--- src/rtl/cdc_hs_pkg.sv ---
// Shared types and helpers for the four-phase req/ack handshake pair.
package cdc_hs_pkg;

   typedef enum logic [1:0] {
      IDLE   = 2'd0,
      SETUP  = 2'd1,
      REQ_HI = 2'd2,
      REQ_LO = 2'd3
   } hs_tx_state_t;

   // Bits needed to hold 0..max_val, never less than one.
   function automatic int unsigned cnt_width(input int unsigned max_val);
      return (max_val > 0) ? $clog2(max_val + 1) : 1;
   endfunction

endpackage

--- src/rtl/sync_chain.sv ---
// Asynchronously cleared flop chain bringing a single foreign-domain bit into clk.
module sync_chain #(
   parameter int unsigned STAGES = 2
) (
   input  logic clk,
   input  logic clr,
   input  logic d,
   output logic q
);

   logic [STAGES-1:0] ff;

   always_ff @(posedge clk or posedge clr) begin
      if (clr) ff <= '0;
      else     ff <= {ff[STAGES-2:0], d};
   end

   assign q = ff[STAGES-1];

endmodule

--- src/rtl/cdc_handshake_tx.sv ---
// Source-domain side of a four-phase req/ack crossing: latches a word, holds it on
// xdata, raises xreq after a setup delay and completes on the synchronised xack.
module cdc_handshake_tx
   import cdc_hs_pkg::*;
#(
   parameter int unsigned DATA_W       = 16,
   parameter int unsigned SYNC_STAGES  = 2,
   parameter int unsigned SETUP_CYCLES = 1,
   parameter int unsigned TIMEOUT      = 0
) (
   input  logic              clk,
   input  logic              clr,
   input  logic              send_valid,
   input  logic [DATA_W-1:0] send_data,
   output logic              send_ready,
   output logic              done,
   output logic              timeout_err,
   output logic              xreq,
   output logic [DATA_W-1:0] xdata,
   input  logic              xack
);

   localparam int unsigned SET_W = cnt_width(SETUP_CYCLES - 1);
   localparam int unsigned TO_W  = cnt_width(TIMEOUT);
   localparam logic [SET_W-1:0] SET_LOAD = SET_W'(SETUP_CYCLES - 1);
   localparam logic [TO_W-1:0]  TO_LAST  = TO_W'((TIMEOUT > 0) ? TIMEOUT - 1 : 0);
   localparam bit               TO_EN    = (TIMEOUT > 0);

   hs_tx_state_t      state_q, state_d;
   logic [SET_W-1:0]  set_cnt_q, set_cnt_d;
   logic [TO_W-1:0]   to_cnt_q, to_cnt_d;
   logic [DATA_W-1:0] data_q, data_d;
   logic              xreq_q, xreq_d;
   logic              done_q, done_d;
   logic              terr_q, terr_d;
   logic              abort_q, abort_d;
   logic              ack_s;

   sync_chain #(.STAGES(SYNC_STAGES)) u_ack_sync (
      .clk (clk),
      .clr (clr),
      .d   (xack),
      .q   (ack_s)
   );

   // State and datapath registers
   always_ff @(posedge clk or posedge clr) begin
      if (clr) begin
         state_q   <= IDLE;
         set_cnt_q <= '0;
         to_cnt_q  <= '0;
         data_q    <= '0;
         xreq_q    <= 1'b0;
         done_q    <= 1'b0;
         terr_q    <= 1'b0;
         abort_q   <= 1'b0;
      end else begin
         state_q   <= state_d;
         set_cnt_q <= set_cnt_d;
         to_cnt_q  <= to_cnt_d;
         data_q    <= data_d;
         xreq_q    <= xreq_d;
         done_q    <= done_d;
         terr_q    <= terr_d;
         abort_q   <= abort_d;
      end
   end

   // Next-state and next-output logic
   always_comb begin
      state_d   = state_q;
      set_cnt_d = set_cnt_q;
      to_cnt_d  = to_cnt_q;
      data_d    = data_q;
      xreq_d    = xreq_q;
      done_d    = 1'b0;
      terr_d    = 1'b0;
      abort_d   = abort_q;

      case (state_q)
         IDLE: begin
            xreq_d = 1'b0;
            if (send_valid && !ack_s) begin
               data_d    = send_data;
               set_cnt_d = SET_LOAD;
               state_d   = SETUP;
            end
         end

         // xack is deliberately not looked at here; an early ack cannot shortcut setup
         SETUP: begin
            xreq_d = 1'b0;
            if (set_cnt_q == '0) begin
               xreq_d   = 1'b1;
               to_cnt_d = '0;
               state_d  = REQ_HI;
            end else begin
               set_cnt_d = set_cnt_q - SET_W'(1);
            end
         end

         REQ_HI: begin
            xreq_d = 1'b1;
            if (ack_s) begin
               xreq_d  = 1'b0;
               state_d = REQ_LO;
            end else if (TO_EN) begin
               if (to_cnt_q == TO_LAST) begin
                  xreq_d  = 1'b0;
                  terr_d  = 1'b1;
                  abort_d = 1'b1;
                  state_d = REQ_LO;
               end else begin
                  to_cnt_d = to_cnt_q + TO_W'(1);
               end
            end
         end

         REQ_LO: begin
            xreq_d = 1'b0;
            if (!ack_s) begin
               done_d  = !abort_q;
               abort_d = 1'b0;
               state_d = IDLE;
            end
         end

         default: begin
            xreq_d  = 1'b0;
            state_d = IDLE;
         end
      endcase
   end

   assign send_ready  = (state_q == IDLE) && !ack_s;
   assign done        = done_q;
   assign timeout_err = terr_q;
   assign xreq        = xreq_q;
   assign xdata       = data_q;

endmodule
--- config.mk ---
export PLATFORM = sky130hd
export DESIGN_NAME = cdc_handshake_tx
export DESIGN_NICKNAME = d
export VERILOG_FILES = /design/src/rtl/cdc_hs_pkg.sv /design/src/rtl/sync_chain.sv /design/src/rtl/cdc_handshake_tx.sv
export SDC_FILE = /design/constraint.sdc
export NUM_CORES = 1
export LEC_CHECK = 0
export ABC_AREA = 0
export BUFFER_PORTS_ARGS = -buffer_cell sky130_fd_sc_hd__buf_2
export CORE_UTILIZATION = 46
export CTS_BUF_LIST = sky130_fd_sc_hd__clkbuf_4 sky130_fd_sc_hd__clkbuf_8 sky130_fd_sc_hd__clkbuf_16
export DETAILED_ROUTE_END_ITERATION = 8
export HOLD_SLACK_MARGIN = 0.12
export PLACE_DENSITY = 0.88
export SLEW_MARGIN = 5
export SYNTH_ARGS = -nofsm -noshare
export SYNTH_HDL_FRONTEND = slang
export SYNTH_SLANG_ARGS = --single-unit
export TNS_END_PERCENT = 100
--- constraint.sdc ---
create_clock -name clk -period 1.9 [get_ports clk]
set_input_delay 0.38 -clock clk [delete_from_list [all_inputs] [get_ports clk]]
set_output_delay 0.38 -clock clk [all_outputs]
set_load 0.005 [all_outputs]
## Yosys cells after proc, flatten, opt, wreduce, memory -nomap -nowiden

Index checks and enable logic that the tools add are counted.

| operators by class | value |
|---|---|
| multiplexer cells | 12 |
| bitwise gates (word level) | 0 |
| $add $sub $neg | 1 |
| div/mod/pow operators | 0 |
| shifts and indexed selects | 0 |
| reductions and logical operators | 9 |
| $lt $le $gt $ge | 0 |
| equality and inequality tests | 7 |
| multipliers | 0 |

Operator list:

| kind | count |
|---|---|
| $mux 2 | 4 |
| $pmux 2 s4 | 1 |
| $ne 2x2->1 const B | 3 |
| $mux 1 | 5 |
| $eq 2x2->1 const B | 2 |
| $reduce_and 2->1 | 2 |
| $reduce_and 4->1 | 1 |
| $pmux 1 s3 | 1 |
| $eq 2x1->1 const B | 1 |
| $logic_and 1x1->1 | 2 |
| $logic_not 2->1 | 1 |
| $ne 2x1->1 const B | 1 |
| $pmux 1 s2 | 1 |
| $reduce_bool 2->1 | 1 |
| $reduce_or 2->1 | 1 |
| $logic_not 1->1 | 1 |
| $sub 1x1->1 const B | 1 |

| storage, ports and cells | value |
|---|---|
| memories kept | 0 |
| ROM bits | 0 |
| word-level logic and storage cells | 35 |
| memory bits (writable) | 0 |
| bits of input ports | 20 |
| flip-flop bits (word level) | 23 |
| bits in latches | 0 |

## Longest topological paths before layout

| depth | value |
|---|---|
| word-level depth | 4 |
| mapped depth | 6 |
| gate-level depth less buffers | 5 |

## By module

A second synthesis with hierarchy kept.

| second synthesis, totals | value |
|---|---|
| cell total of the unflattened synthesis | 64 |
| area total of the unflattened synthesis | 973.4 µm² |

Modules (own cells, without submodules):

| module | times used | cells each | area an instance (µm²) |
|---|---|---|---|
| cdc_handshake_tx | 1 | 61 | 919.6 |
| sync_chain | 1 | 3 | 53.8 |

## Worst setup path after synthesis

No wires, ideal clock.

| path | value |
|---|---|
| path kind | register -> register |
| start point | register state_q[0] |
| end point | register data_q[0] (netlist: xdata[0]) |
| data required time | 1.775 ns |
| cell stages (with the launch flop) | 7 |
| path slack | 0.400 ns |
| data arrival time | 1.375 ns |
| cell sequence | dfrtp_1 inv_1 ha_1 nor2b_4 nand2_4 buf_6 mux2_4 |

| on the way | value |
|---|---|
| longest elaborated chain between the ends | 2 |

Ends and longest elaborated chain:

| item | line | text |
|---|---|---|
| start: declaration | cdc_handshake_tx.sv:29 | `hs_tx_state_t state_q, state_d;` |
| start signal: assignment | cdc_handshake_tx.sv:58 | `state_q <= state_d;` |
| $logic_not 2->1 | cdc_handshake_tx.sv:80 | `case (state_q)` |
| $reduce_and 2->1 (no line) | n/a |  |
| end signal: assignment | cdc_handshake_tx.sv:61 | `data_q <= data_d;` |
| end: declaration | cdc_handshake_tx.sv:32 | `logic [DATA_W-1:0] data_q, data_d;` |

No other way between the ends.
A chain may end at the register's enable or synchronous reset.

## Final worst setup path

| path | value |
|---|---|
| start point | register state_q[0] |
| end point | output port send_ready |

| on the way | value |
|---|---|
| longest elaborated chain between the ends | 2 |

Ends and longest elaborated chain:

| item | line | text |
|---|---|---|
| $logic_not 2->1 | cdc_handshake_tx.sv:135 | `assign send_ready = (state_q == IDLE) && !ack_s;` |
| $logic_and 1x1->1 | cdc_handshake_tx.sv:135 |  |
| end: declaration | cdc_handshake_tx.sv:15 | `output logic send_ready,` |

No other way between the ends.

==> results_dict.tcl <==
set metrics [dict create \
    antenna_found_initial 0 \
    drt_pass1_iterations 4 \
    numClockSinks 22 \
    worst-path-buf-inv 2 \
    clkSlewWorstSetupHoldPaths_ns 0.12 \
    r2r_slack_ns 0.31 \
    synth_area_leaders "dfrtp_1 (57%), mux2_4 (16%), mux2_2 (8.2%)" \
    n_fill_cell 178 \
    fin_tns_setup_ns 0 \
    critical_path_required_ns 1.52 \
    p_sw_w 0.0005567 \
    criticalPathCategory "reg2out" \
    hp-start "xack" \
    vias 584 \
    die_h_um 47.86 \
    crit_fanout 5 \
    p_total_w 0.001926 \
    drive_gt1_share_pct 62.75 \
    crit_chain "inv_1, ha_1, nor2b_4, buf_2" \
    grt_max_degree 17 \
    wl_per_cell_um 12.98 \
    rows 16 \
    rr_startpoint "state_q[0]" \
    clockBufferDepth 2 \
    p_comb_share_pct 40.3 \
    antenna-diode-count 0 \
    final_net_count 128 \
    wl_met1_um 705 \
    critPathMaxStageDelay_ns 0.41 \
    syn_inst 60 \
    core_um2 1962 \
    rsz0062_at_grt "false" \
    vias_per_cell 4.527 \
    root_buffer "clkbuf_4" \
    crit_path_start "state_q[0]" \
    layout.area.seq_um2 550.5 \
    p_leak_nw 0.6921 \
    pre_cts_slack_ns 0.3112 \
    grt_pass1_vias 544 \
    place_congestion 0.7639 \
    grt_pass1_wl_mm 2.490 \
    drtIter0Drc 3 \
    hold_viol 0 \
    yosysTopAreaCell "dfrtp_1" \
    final_common_cell "buf_2" \
    syn_area_um2 967.2 \
    top_layer "met4" \
    power_frac_seq_pct 41.2 \
    final_max_slew_viol_count 0 \
    hpwl_mm 1.248 \
    synth_area_per_cell_um2 16.12 \
    initial_core_util_pct 49.30 \
    die_area_um2 2290 \
    ys_ff_latch 22 \
    p_int_w 0.001370 \
    ir_drop_uv 976.3 \
    grt.total_usage_pct 16.88 \
    ioPinCount 40 \
    netlist.area_leader.share_pct 56.92 \
    area_delta_synth_final_pct 28.46 \
    ant_nets 0 \
    route.met2.wl_um 867 \
    die_width_um 47.86 \
    yosysWarnings 0 \
    worstPathArrival_ns 1.39 \
    dpl.cell_count 124 \
    instances_no_fill 129 \
    fin_worst_skew_ns 0.001789 \
    status "finished, final reports clean" \
    setup_violations 0 \
    power_density_nw_per_um2 1550 \
    clk_latency_ns 0.31 \
    numCtsBuffers 3 \
    cts_tree "built" \
    min_path_type "in2reg" \
    setup_slack_ns 0.1255 \
    synth_nets 85 \
    port-buffer-count 38 \
    multiInputGateArea_um2 379.1 \
    synth_cell_types 14 \
    cts_max_level 1 \
    wl_met3_um 83 \
    fin_crit_ns 1.775 \
    swShare_pct 28.90 \
    wl_mm 1.675 \
    cpMaxStageDelayCell "dfrtp_1" \
    p_clk_share_pct 18.5 \
    final_cell_mix "buf_2 (38), dfrtp_1 (22), mux2_4 (10)" \
    timing.final.crit_share_pct 93.40 \
    max_freq_mhz 563.5 \
    maxCapViolCount 0 \
    cp-start-kind "flip-flop" \
    drc 0 \
    grt_overflow_total 0 \
    yosysSeqAreaShare_pct 56.92 \
    path_delay_family "flip-flops" \
    worstSetupEndpointType "primary output" \
]
[routing by layer]
layer  vias to the layer above  global-route usage [%]
met1                       278                   20.53
met4                         0                   5.000
li1                        281                       -
met2                        23                   27.57
met5                         -                       0
met3                         2                   6.792
[flip-flops by register name, indices dropped and copies added, names as in the netlist]
name / cells
done: 1
u_ack_sync.ff: 2
xdata: 16
state_q: 2
xreq: 1
[power by group through the flow]
stage | Combinational (W) | Clock [W] | Sequential (W)
global route | 0.000875 | 0.000385 | 0.000825
global placement | 0.000746 | 0 | 0.000793
detailed placement | 0.000779 | 0 | 0.000805
floorplan | 0.000479 | 0 | 0.000815
CTS | 0.000791 | 0.000366 | 0.000796
finish | 0.000776 | 0.000357 | 0.000794
[cells by family after synthesis]
group                    Yosys count  synth area share, %
adder cells (fa/ha/maj)            5                6.468
AND/OR/NAND/NOR                    4                3.880
buffers and inverters              7                3.881
flip-flops                        22                56.92
multiplexers                      20                26.78
AO/OA/AOI/OAI                      1                1.682
other                              1               0.3877
[Yosys cell counts (all sizes together)]
| master | number |
|---|---|
| conb | 1 |
| dfrtp | 22 |
| ha | 5 |
| nor2 | 1 |
| o32ai | 1 |
| nor2b | 1 |
| mux2 | 17 |
| buf | 2 |
| nand2 | 1 |
| inv | 5 |
| mux2i | 3 |
| and2b | 1 |
[final timing paths]
path                               endpoint  depth (start not counted)
max in group asynchronous        state_q[0]                          4
setup / recovery                 send_ready                          4
min in group asynchronous         xdata[12]                          3
setup reg to reg                  xdata[15]                          5
hold / removal             u_ack_sync.ff[0]                          1
hold reg to reg            u_ack_sync.ff[1]                          0
[cell type report]
class / instances / share of cell area, %
flip-flops and latches: 22 / 44.31
multi-input cells: 31 / 30.51
repair buffers: 40 / 16.72
well taps: 27 / 2.719
clock inverters: 1 / 2.417
clock buffers: 3 / 1.813
inverters: 5 / 1.511
[per-stage QoR]
step,util [%],instance area (µm²),hold slack (ns)
after floorplan,-,967.2,0.3312
after global placement,60.14,1180,0.3325
after detailed placement,60.14,1180,0.3403
after CTS,63.33,1242,0.1544
after global routing,63.33,1242,0.1472
final,63.33,1242,0.1658
[repair_timing]
item	4_1_cts	5_1_grt
resized for setup	0	0
hold buffers	1	0
setup buffers	0	0
hold endpoints to repair	9	0
(Power assumes the default switching activity.)
